File: src/rtl/ciq_pkg.sv
// Shared constants and types for the compressed issue queue (CIQ).
// Slot addresses are 4 bits wide, so the queue depth is fixed at 16.
package ciq_pkg;

    localparam int CIQ_DEPTH  = 16;
    localparam int CIQ_AW     = 4;
    localparam int DECODE_NUM = 4;

    typedef logic [CIQ_AW-1:0] ciq_addr_t;

    typedef enum logic {
        ST_RUN     = 1'b0,
        ST_RECOVER = 1'b1
    } ciq_state_e;

endpackage

File: src/rtl/ciq_popcnt16.sv
// 16-bit population count.
// Ports: din (16 bits in), cnt (number of set bits, 0..16).
module ciq_popcnt16 (
    input  logic [15:0] din,
    output logic [4:0]  cnt
);

    always_comb begin
        cnt = '0;
        for (int i = 0; i < 16; i++) begin
            cnt = cnt + 5'(din[i]);
        end
    end

endmodule

File: src/rtl/ciq_dispatch_ctrl.sv
// CIQ entry bookkeeping: writes dispatch groups into finder-chosen slots,
// retires entries on issue grant, clears on flush, tracks occupancy.
// Ports: clk, rst_n (async, active-low);
//   disp_valid/disp_payload/disp_ready : dispatch group, all-or-nothing;
//   free_addr/free_valid               : nth free slot from the finder;
//   ciq_free/ent_valid/ent_payload     : registered entry state;
//   iss_grant                          : entries issued this cycle;
//   flush                              : discard all entries;
//   occ_cnt                            : occupied entry count 0..16.
module ciq_dispatch_ctrl #(
    parameter int DECODE_NUM = 4,
    parameter int CIQ_DEPTH  = 16,
    parameter int PAYLOAD_W  = 64
) (
    input  logic                            clk,
    input  logic                            rst_n,
    input  logic [DECODE_NUM-1:0]           disp_valid,
    input  logic [DECODE_NUM*PAYLOAD_W-1:0] disp_payload,
    output logic                            disp_ready,
    input  logic [DECODE_NUM*ciq_pkg::CIQ_AW-1:0] free_addr,
    input  logic [DECODE_NUM-1:0]           free_valid,
    output logic [CIQ_DEPTH-1:0]            ciq_free,
    output logic [CIQ_DEPTH-1:0]            ent_valid,
    output logic [CIQ_DEPTH*PAYLOAD_W-1:0]  ent_payload,
    input  logic [CIQ_DEPTH-1:0]            iss_grant,
    input  logic                            flush,
    output logic [4:0]                      occ_cnt
);

    import ciq_pkg::*;

    ciq_state_e           state_q, state_d;
    logic [CIQ_DEPTH-1:0] valid_q, valid_d;
    logic [CIQ_DEPTH-1:0] wr_mask, grant_eff;
    logic [PAYLOAD_W-1:0] payload_q [CIQ_DEPTH];
    logic [PAYLOAD_W-1:0] payload_d [CIQ_DEPTH];
    logic [4:0]           occ_q, occ_d;
    logic [4:0]           wr_cnt, gnt_cnt, vld_cnt;
    ciq_addr_t            lane_addr [DECODE_NUM];
    logic                 lanes_ok, accept, alloc_clash;

    always_comb begin
        for (int i = 0; i < DECODE_NUM; i++) begin
            lane_addr[i] = free_addr[i*CIQ_AW +: CIQ_AW];
        end
    end

    // A lane is satisfiable if it is idle or has a free slot behind it.
    always_comb begin
        lanes_ok = 1'b1;
        for (int i = 0; i < DECODE_NUM; i++) begin
            lanes_ok = lanes_ok & (~disp_valid[i] | free_valid[i]);
        end
        disp_ready = lanes_ok & ~flush & (state_q == ST_RUN);
        accept     = disp_ready & disp_valid[0];
    end

    // Write mask; alloc_clash flags a lane hitting a busy or already
    // claimed slot, which the finder must never produce.
    always_comb begin
        wr_mask     = '0;
        alloc_clash = 1'b0;
        for (int i = 0; i < DECODE_NUM; i++) begin
            if (accept && disp_valid[i]) begin
                alloc_clash = alloc_clash
                            | wr_mask[lane_addr[i]]
                            | valid_q[lane_addr[i]];
                wr_mask[lane_addr[i]] = 1'b1;
            end
        end
    end

    // Grants on free entries are dropped so they cannot skew occ_cnt.
    assign grant_eff = iss_grant & valid_q;

    ciq_popcnt16 u_pop_wr  (.din(wr_mask),   .cnt(wr_cnt));
    ciq_popcnt16 u_pop_gnt (.din(grant_eff), .cnt(gnt_cnt));
    ciq_popcnt16 u_pop_vld (.din(valid_q),   .cnt(vld_cnt));

    always_comb begin
        valid_d = (valid_q & ~grant_eff) | wr_mask;
        occ_d   = occ_q + wr_cnt - gnt_cnt;
        if (flush) begin
            valid_d = '0;
            occ_d   = '0;
        end
    end

    always_comb begin
        for (int e = 0; e < CIQ_DEPTH; e++) begin
            payload_d[e] = payload_q[e];
        end
        for (int i = 0; i < DECODE_NUM; i++) begin
            if (accept && disp_valid[i]) begin
                payload_d[lane_addr[i]] =
                    disp_payload[i*PAYLOAD_W +: PAYLOAD_W];
            end
        end
    end

    // RECOVER lasts one cycle unless another flush arrives.
    always_comb begin
        state_d = state_q;
        unique case (state_q)
            ST_RUN:     state_d = flush ? ST_RECOVER : ST_RUN;
            ST_RECOVER: state_d = flush ? ST_RECOVER : ST_RUN;
            default:    state_d = ST_RUN;
        endcase
    end

    always_ff @(posedge clk or negedge rst_n) begin
        if (!rst_n) begin
            state_q <= ST_RUN;
            valid_q <= '0;
            occ_q   <= '0;
        end else begin
            state_q <= state_d;
            valid_q <= valid_d;
            occ_q   <= occ_d;
        end
    end

    always_ff @(posedge clk) begin
        payload_q <= payload_d;
    end

    always_comb begin
        for (int e = 0; e < CIQ_DEPTH; e++) begin
            ent_payload[e*PAYLOAD_W +: PAYLOAD_W] = payload_q[e];
        end
    end

    assign ciq_free  = ~valid_q;
    assign ent_valid = valid_q;
    assign occ_cnt   = occ_q;

    a_occ_match: assert property (
        @(posedge clk) disable iff (!rst_n) occ_q == vld_cnt);

    a_no_dbl_alloc: assert property (
        @(posedge clk) disable iff (!rst_n) !alloc_clash);

endmodule

File: config.mk
export PLATFORM = sky130hd
export DESIGN_NAME = ciq_dispatch_ctrl
export DESIGN_NICKNAME = d
export VERILOG_FILES = /design/src/rtl/ciq_pkg.sv /design/src/rtl/ciq_popcnt16.sv /design/src/rtl/ciq_dispatch_ctrl.sv
export SDC_FILE = /design/constraint.sdc
export NUM_CORES = 2
export LEC_CHECK = 0
export CORE_AREA = 2 2 524 526
export DETAILED_ROUTE_END_ITERATION = 7
export DIE_AREA = 0 0 526 528
export PLACE_DENSITY = 0.51
export SYNTH_ARGS = -nofsm -noshare
export SYNTH_HDL_FRONTEND = slang
export SYNTH_SLANG_ARGS = --single-unit
File: constraint.sdc
create_clock -name clk -period 6.4 [get_ports clk]
set_clock_uncertainty 0.2 [all_clocks]
set_input_delay 1.92 -clock clk [delete_from_list [all_inputs] [get_ports clk]]
set_output_delay 1.92 -clock clk [all_outputs]
set_load 0.005 [all_outputs]
---- Word level (Yosys, flattened, before mapping) ----
Cells that the tools add are included.
word-level totals
  output and inout bits ................... 1062
  RAM bits ................................ 0
  logic and storage cells ................. 138
  bits in read-only memories .............. 0
  memories kept ........................... 0
  bits of input ports ..................... 299
  bits in latches ......................... 0
  bits in registers ....................... 1046
cells by class
  order comparisons ....................... 16
  reduce and logical (&&, ||, !) cells .... 12
  shifts and indexed selects .............. 0
  div/mod/pow operators ................... 0
  muxes and demuxes ....................... 31
  eq/ne operators ......................... 0
  add/subtract/negate cells ............... 32
  bitwise logic cells ..................... 28
  multiply operators ...................... 0
operators by type and width
  kind                                                                                  number
  1024-bit bitwise mux                                                                  4
  1024-bit 2-to-1 mux                                                                   4
  64-bit demux with 4-bit select                                                        4
  64-bit 2-to-1 mux                                                                     4
  5-bit by 1-bit adder with 5-bit output                                                28
  16-bit 2-to-1 mux                                                                     5
  16-bit bitwise OR                                                                     4
  16-bit AND                                                                            2
  16-bit NOT                                                                            2
  5-bit greater-or-equal comparator (second input constant)                             4
  4-bit by 5-bit less-than comparator with 1-bit output (second input constant)         4
  5-bit by 1-bit less-than comparator with 1-bit output (second input constant)         4
  4-bit NOT with 5-bit output                                                           4
  1-bit demux with 4-bit select                                                         4
  4-bit by 1-bit greater-or-equal comparator with 1-bit output (second input constant)  4
  1-bit logical AND                                                                     12
  1-bit AND                                                                             6
  1-bit NOT                                                                             6
  5-bit adder                                                                           1
  1-bit 2-to-1 mux                                                                      5
  5-bit 2-to-1 mux                                                                      1
  5-bit subtractor                                                                      1
  1-bit by 1-bit adder with 2-bit output                                                2
  1-bit bitwise OR                                                                      4

---- Longest topological paths before layout ----
  word-level depth ........................ 34
  gate-level depth with buffers ........... 22
  mapped depth without buffers ............ 20

---- Hierarchy ----
A second synthesis with hierarchy kept.
second synthesis, totals
  cell total of the unflattened synthesis .. 9028
  area total of the unflattened synthesis .. 69517.9 um2
by module, submodules not included
  module             cells an instance  seq. area each (um2)  area an instance (um2)  instances
  ciq_dispatch_ctrl  8922               21050.2               68557.0                 1
  ciq_popcnt16       53                 0.0                   480.5                   2

---- Least setup slack after synthesis ----
OpenSTA, ideal clock, no wires.
  path kind ............................... input to register
  from .................................... in flush
  to ...................................... reg occ_q[3] (netlist: occ_cnt[3])
  path buffers ............................ 2
  library setup time ...................... 0.132 ns
  data arrival time ....................... 7.154 ns
  stages on the path ...................... 19
  data required time ...................... 6.068 ns
  setup slack ............................. -1.086 ns
  cells stage by stage .................... and4bb_2 -> nand4_4 -> buf_4 -> nor3_1 -> clkbuf_1 -> nor3_1 -> fa_1 -> fa_1 -> fa_1 -> inv_1 -> fa_1 -> fa_1 -> inv_1 -> fa_1 -> inv_1 -> ha_1 -> fa_1 -> xnor2_1 -> nor2_1
on the way
  longest elaborated chain between the ends .. 30
  elaborated cells between the ends (all ways) .. 33
  those cells by class .................... 17 x add/sub; 5 x mux; 7 x bitwise; 4 x reduce/logical
RTL lines
  item                                                   line                      text
  from (decl)                                            ciq_dispatch_ctrl.sv:26   input logic flush,
  1-bit NOT                                              ciq_dispatch_ctrl.sv:54   disp_ready = lanes_ok & ~flush & (state_q == ST_RUN);
  1-bit AND (2 in series)                                ciq_dispatch_ctrl.sv:54
  1-bit AND                                              ciq_dispatch_ctrl.sv:55   accept = disp_ready & disp_valid[0];
  1-bit logical AND                                      ciq_dispatch_ctrl.sv:64   if (accept && disp_valid[i]) begin
  16-bit 2-to-1 mux                                      ciq_dispatch_ctrl.sv:64
  16-bit bitwise OR (no source line)                     -
  16-bit 2-to-1 mux                                      ciq_dispatch_ctrl.sv:64
  16-bit bitwise OR (no source line)                     -
  16-bit 2-to-1 mux                                      ciq_dispatch_ctrl.sv:64
  16-bit bitwise OR (no source line)                     -
  16-bit 2-to-1 mux                                      ciq_dispatch_ctrl.sv:64
  1-bit by 1-bit adder with 2-bit output                 ciq_popcnt16.sv:11        cnt = cnt + 5'(din[i]);
  5-bit by 1-bit adder with 5-bit output (14 in series)  ciq_popcnt16.sv:11
  5-bit adder                                            ciq_dispatch_ctrl.sv:82   occ_d = occ_q + wr_cnt - gnt_cnt;
  5-bit subtractor                                       ciq_dispatch_ctrl.sv:82
  5-bit 2-to-1 mux (*)                                   ciq_dispatch_ctrl.sv:83   if (flush) begin
  named net occ_d[3]                                     ciq_dispatch_ctrl.sv:37   logic [4:0] occ_q, occ_d;
  to (signal assigned)                                   ciq_dispatch_ctrl.sv:115  occ_q <= '0;
  to (signal assigned)                                   ciq_dispatch_ctrl.sv:119  occ_q <= occ_d;
  to (decl)                                              ciq_dispatch_ctrl.sv:37
Mark *: on every way through the listed nets, which the timed path passes. The rest lies on a longest branch.

---- Worst setup path in the final report ----
  from .................................... in disp_valid[2]
  to ...................................... reg occ_q[2] (netlist: occ_cnt[2])
on the way
  longest elaborated chain between the ends .. 33
  elaborated cells between the ends (all ways) .. 36
  those cells by class .................... 17 x add/sub; 5 x mux; 10 x bitwise; 4 x reduce/logical
RTL lines
  item                                                   line                     text
  from (decl)                                            ciq_dispatch_ctrl.sv:17  input logic [DECODE_NUM-1:0] disp_valid,
  1-bit NOT                                              ciq_dispatch_ctrl.sv:52  lanes_ok = lanes_ok & (~disp_valid[i] | free_valid[i]);
  1-bit bitwise OR                                       ciq_dispatch_ctrl.sv:52
  1-bit AND (2 in series)                                ciq_dispatch_ctrl.sv:52
  1-bit AND (2 in series)                                ciq_dispatch_ctrl.sv:54
  1-bit AND                                              ciq_dispatch_ctrl.sv:55
  1-bit logical AND                                      ciq_dispatch_ctrl.sv:64
  16-bit 2-to-1 mux                                      ciq_dispatch_ctrl.sv:64
  16-bit bitwise OR (no source line)                     -
  [4 not listed]                                         -
  16-bit 2-to-1 mux (*)                                  ciq_dispatch_ctrl.sv:64
  1-bit by 1-bit adder with 2-bit output                 ciq_popcnt16.sv:11
  5-bit by 1-bit adder with 5-bit output (13 in series)  ciq_popcnt16.sv:11
  5-bit by 1-bit adder with 5-bit output (*)             ciq_popcnt16.sv:11
  5-bit adder (*)                                        ciq_dispatch_ctrl.sv:82
  5-bit subtractor (*)                                   ciq_dispatch_ctrl.sv:82
  5-bit 2-to-1 mux (*)                                   ciq_dispatch_ctrl.sv:83
  named net occ_d[2]                                     ciq_dispatch_ctrl.sv:37
Marked as above.

==> run summary <==
The achievable clock frequency came out at approximately 160 MHz. The end of the worst register-to-register path is occ_cnt[2]. Data arrives at the worst endpoint at 6930 ps. The via count is 76.7k. The final reports fail on capacitance limit, slew limit. The final routed wirelength across all metal layers is just over 500 mm. The required time at the endpoint of the critical path is 6930 ps. The worst setup path is launched from an input port. The highest metal layer with signal wires is met5. The kind of critical path is in -> reg. The share of cells above drive strength 1 is 14.2%. The part of the total power dissipated in combinational logic came out at between 20 and 25%. The post-layout instance area is 0.0838 mm2. The average instance in the mapped netlist occupies 8.11 um2. The worst hold path belongs to the class reg -> reg.

Max-cap violations in this run came to 1. The worst hold path terminates at ent_payload[631]. The initial antenna violation count is 43. The number of storage elements in the synthesis netlist came out at 1046.

The global-route wire length before repair came out at about 660 mm. For this design the static power due to leakage is ~32 nW. The DRC marker count from the first detailed-route iteration is 12.7k. The startpoint identified for the worst hold timing path is ent_payload[631]. The routability congestion estimate from global placement came out at 0.932.

The number of cells traversed by the worst register-to-register path is 17. The post-synthesis sequential area ratio is approximately a third. The final-report hold violation count is 0. In this run the clock root is driven by a sky130_fd_sc_hd__clkbuf_16. Before CTS, the worst setup slack after placement is -1230 ps. The final non-filler cell total is between 10k and 15k. The CTS buffer count is 141. After synthesis, the cell types taking the most area are sky130_fd_sc_hd__dfxtp_1 34%, sky130_fd_sc_hd__nand2_1 6.3%, sky130_fd_sc_hd__o22ai_1 6.1%, sky130_fd_sc_hd__mux2i_1 5.3%, sky130_fd_sc_hd__clkbuf_1 4.5%. The switching power as a share of total power is 32.5%.

The initialized floorplan defines ~190 standard-cell rows. The worst setup slack after layout is 0.617 ps. The power after layout is 22.1 mW. The detailed-placement wirelength estimate came out at 331 mm. The residual DRC count is 0. The routed length on met3 came out at 70.3 mm.

The average wire length per cell after detail routing is between 40 and 50 um. The final number of setup-violating endpoints came out at 0. The number of placed cells counting well taps is 11.7k.

In this run the vertical extent of the chip is approximately 530 um. The standard cell area after detailed placement came out at 0.0786 mm2. The length of the first detailed-routing pass in iterations came out at 7. The final-stage net count came out at roughly 8.6k. The worst relative slew slack came out at -3.22%. Counting I/O delays and the setup requirement, the final critical path takes 6400 ps.

Setup repair after global routing could not meet its margin everywhere. The run finished, with violations left. The clock-pin transition on the worst setup and hold timing paths came out at 60 ps. The initial utilization of the core area, before any placement, comes to approximately 22%. The worst hold path was traced through 2 stages.

From left edge to right edge, the die measures 526 um. In the routed layout, each cell is associated on average with a via count of 6.37. STA classifies the critical path endpoint as a register.

The CTS tree is yes. The part of the power in the clock network is 38.4%. The number of slew-limit violations in the final report came out at 17. The detailed router put a total of between 150 and 200 mm of wire on met1. The share of synthesized registers carrying an async set or reset is 2.10%.

The fraction of the cycle the final worst path needs came out at between 90% and 100%. The area of the mapped netlist is 0.0600 mm2. The die area came out at about 0.28 mm2. The setup slack on the worst flop-to-flop path came out at 700 ps. The number of different library cells used by synthesis comes to 78. The total number of yosys warnings is 0. The pin count of the biggest net entering global routing is 129.

Counting along the longest clock path gives a buffer depth of 3. The net count of the mapped netlist is 7737. The slew at the pin closest to its max-slew limit came out at 1540 ps.

The startpoint of the most critical register-to-register path is state_q. The tree built by TritonCTS fans out to 1046 sinks. The H-tree was split into 4 levels. The count of flip-flops with a built-in enable after synthesis is 0.

The net switching power figure is 7.19 mW. The internal power came out at 14.9 mW. Buffers placed on the I/O ports in this run total 1360. The total global routing track utilization came out at 34.2%. Along the worst path, the maximum fanout reaches 5. The routed design uses 212 mm of met2 wire. The core area is between 0.2 and 0.3 mm2.

For this run, the leading register cell type out of synthesis is sky130_fd_sc_hd__dfxtp_1. Synthesis produced 7398 cells. The cell area power density is between 200 and 300 mW/mm2. The global route total overflow is 0.

The area added between synthesis and finish came out at 39.6%. The area share of the largest cell type after synthesis came out at 34.2%. The number of global-route vias before repair is just over 70k. The clock latency of the later-clocked register in the worst-skew pair is roughly 800 ps. IR analysis of the VDD net gives a maximum drop of 0.000262 V. The sequential share of power is a little under two fifths. The detail route stage leaves a number of antenna-violating nets equal to 0. For this design the top-level I/O count stands at 1361.

The cell accounting for the most synthesized area is sky130_fd_sc_hd__dfxtp_1.
[cell families after synthesis]
group	synth area share [%]
muxes	8.96
DFF	35.1
and+or+nand+nor	11.5
adders and majority gates	1.17
xor gates and xnor gates	0.102
buffers and inverters	8.21
AOI/OAI and AO/OA	34.9
[worst max-delay path: stages]
cell                              delay (ps)
sky130_fd_sc_hd__clkdlybuf4s18_2         290
sky130_fd_sc_hd__and2b_2                 280
sky130_fd_sc_hd__nor4_4                  130
sky130_fd_sc_hd__buf_4                   190
sky130_fd_sc_hd__buf_12                  140
sky130_fd_sc_hd__o21ai_4                  80
sky130_fd_sc_hd__fa_1                    520
sky130_fd_sc_hd__fa_1                    510
sky130_fd_sc_hd__fa_2                    550
sky130_fd_sc_hd__inv_2                    40
sky130_fd_sc_hd__fa_2                    330
sky130_fd_sc_hd__fa_1                    550
sky130_fd_sc_hd__inv_1                    50
sky130_fd_sc_hd__fa_1                    500
sky130_fd_sc_hd__inv_2                    50
sky130_fd_sc_hd__ha_4                    160
sky130_fd_sc_hd__fa_2                    510
sky130_fd_sc_hd__nor2b_1                 120
[stage by stage]
step	utilization (%)	setup TNS [ps]	hold slack, ps
2_1_floorplan	-	-1800	267
3_3_place_gp	28.8	-5750	260
3_5_place_dp	28.8	-5510	270
4_1_cts	30.7	0	281
5_1_grt	30.7	-229	302
6_report	30.8	0	281
[Yosys cell counts, types with 129 or more instances]
library cell                  n
sky130_fd_sc_hd__clkbuf_1   713
sky130_fd_sc_hd__o21ai_0    269
sky130_fd_sc_hd__o211ai_1   129
sky130_fd_sc_hd__o221ai_1   196
sky130_fd_sc_hd__a221o_1    255
sky130_fd_sc_hd__a31oi_1    257
sky130_fd_sc_hd__buf_2      227
sky130_fd_sc_hd__nor2_1     291
sky130_fd_sc_hd__buf_1      153
sky130_fd_sc_hd__o22ai_1    583
sky130_fd_sc_hd__mux2i_1    320
sky130_fd_sc_hd__a21oi_1    396
sky130_fd_sc_hd__a22oi_1    258
sky130_fd_sc_hd__mux2_2     193
sky130_fd_sc_hd__nand2_1   1003
sky130_fd_sc_hd__dfxtp_1   1024
[metal layers]
layer	vias to the layer above	global-route usage [%]
met5	-	0
met4	14	23.8
met3	1814	14.1
met2	7375	51.0
met1	37700	39.8
li1	29700	-
[state kept, by name, summed over array words and instances (netlist names)]
register and count:
ent_payload 1024, ent_valid 16, occ_cnt 5, state_q 1
[placed cells by master (no fill, tap or decap), types with 193 or more instances in the layout]
master / n
sky130_fd_sc_hd__a21oi_1: 394
sky130_fd_sc_hd__a221o_1: 255
sky130_fd_sc_hd__a22oi_1: 257
sky130_fd_sc_hd__a31oi_1: 256
sky130_fd_sc_hd__buf_4: 486
sky130_fd_sc_hd__clkdlybuf4s50_1: 1326
sky130_fd_sc_hd__dfxtp_1: 1024
sky130_fd_sc_hd__mux2_2: 193
sky130_fd_sc_hd__mux2i_1: 320
sky130_fd_sc_hd__nand2_1: 988
sky130_fd_sc_hd__nor2_1: 278
sky130_fd_sc_hd__o21ai_0: 262
sky130_fd_sc_hd__o221ai_1: 196
sky130_fd_sc_hd__o22ai_1: 578
[layout make-up]
cell class              instances  area [um2]
repair buffers               1892       18100
multi-input cells            5171       35100
diodes                         24        60.1
clock inverters                38         518
well taps                    3589        4490
flip-flops and latches       1046       21100
inverters                      58         218
fillers                     28600      189000
clock buffers                 217        4290
[power by group through the flow]
stage / clock (mW) / combinational, mW / sequential [mW]
after floorplan: 0 / 1.83 / 8.01
after global placement: 0 / 5.16 / 8.28
after detailed placement: 0 / 5.19 / 8.29
after CTS: 8.53 / 5.23 / 8.17
after global routing: 8.76 / 5.59 / 8.24
final: 8.49 / 5.39 / 8.21
[how the worst max path moves through the flow]
stage,from,cells after the start,endpoint,slack (ps)
global route,flush,18,occ_cnt[2],-90
detailed placement,disp_valid[2],18,occ_cnt[2],-1230
finish,disp_valid[2],18,occ_cnt[2],0.6
floorplan,disp_valid[3],18,occ_cnt[2],-580
global placement,flush,18,occ_cnt[2],-1260
CTS,free_addr[9],19,occ_cnt[2],0.7
[what timing repair did]
| item | CTS | global route |
|---|---|---|
| pin swaps | 21 | 11 |
| cloned | 1 | 0 |
| setup endpoints to repair | 4 | 3 |
| setup buffers | 10 | 1 |
| resized for setup | 83 | 32 |
| hold buffers | 0 | 0 |
Power figures use the tool's default switching activity.
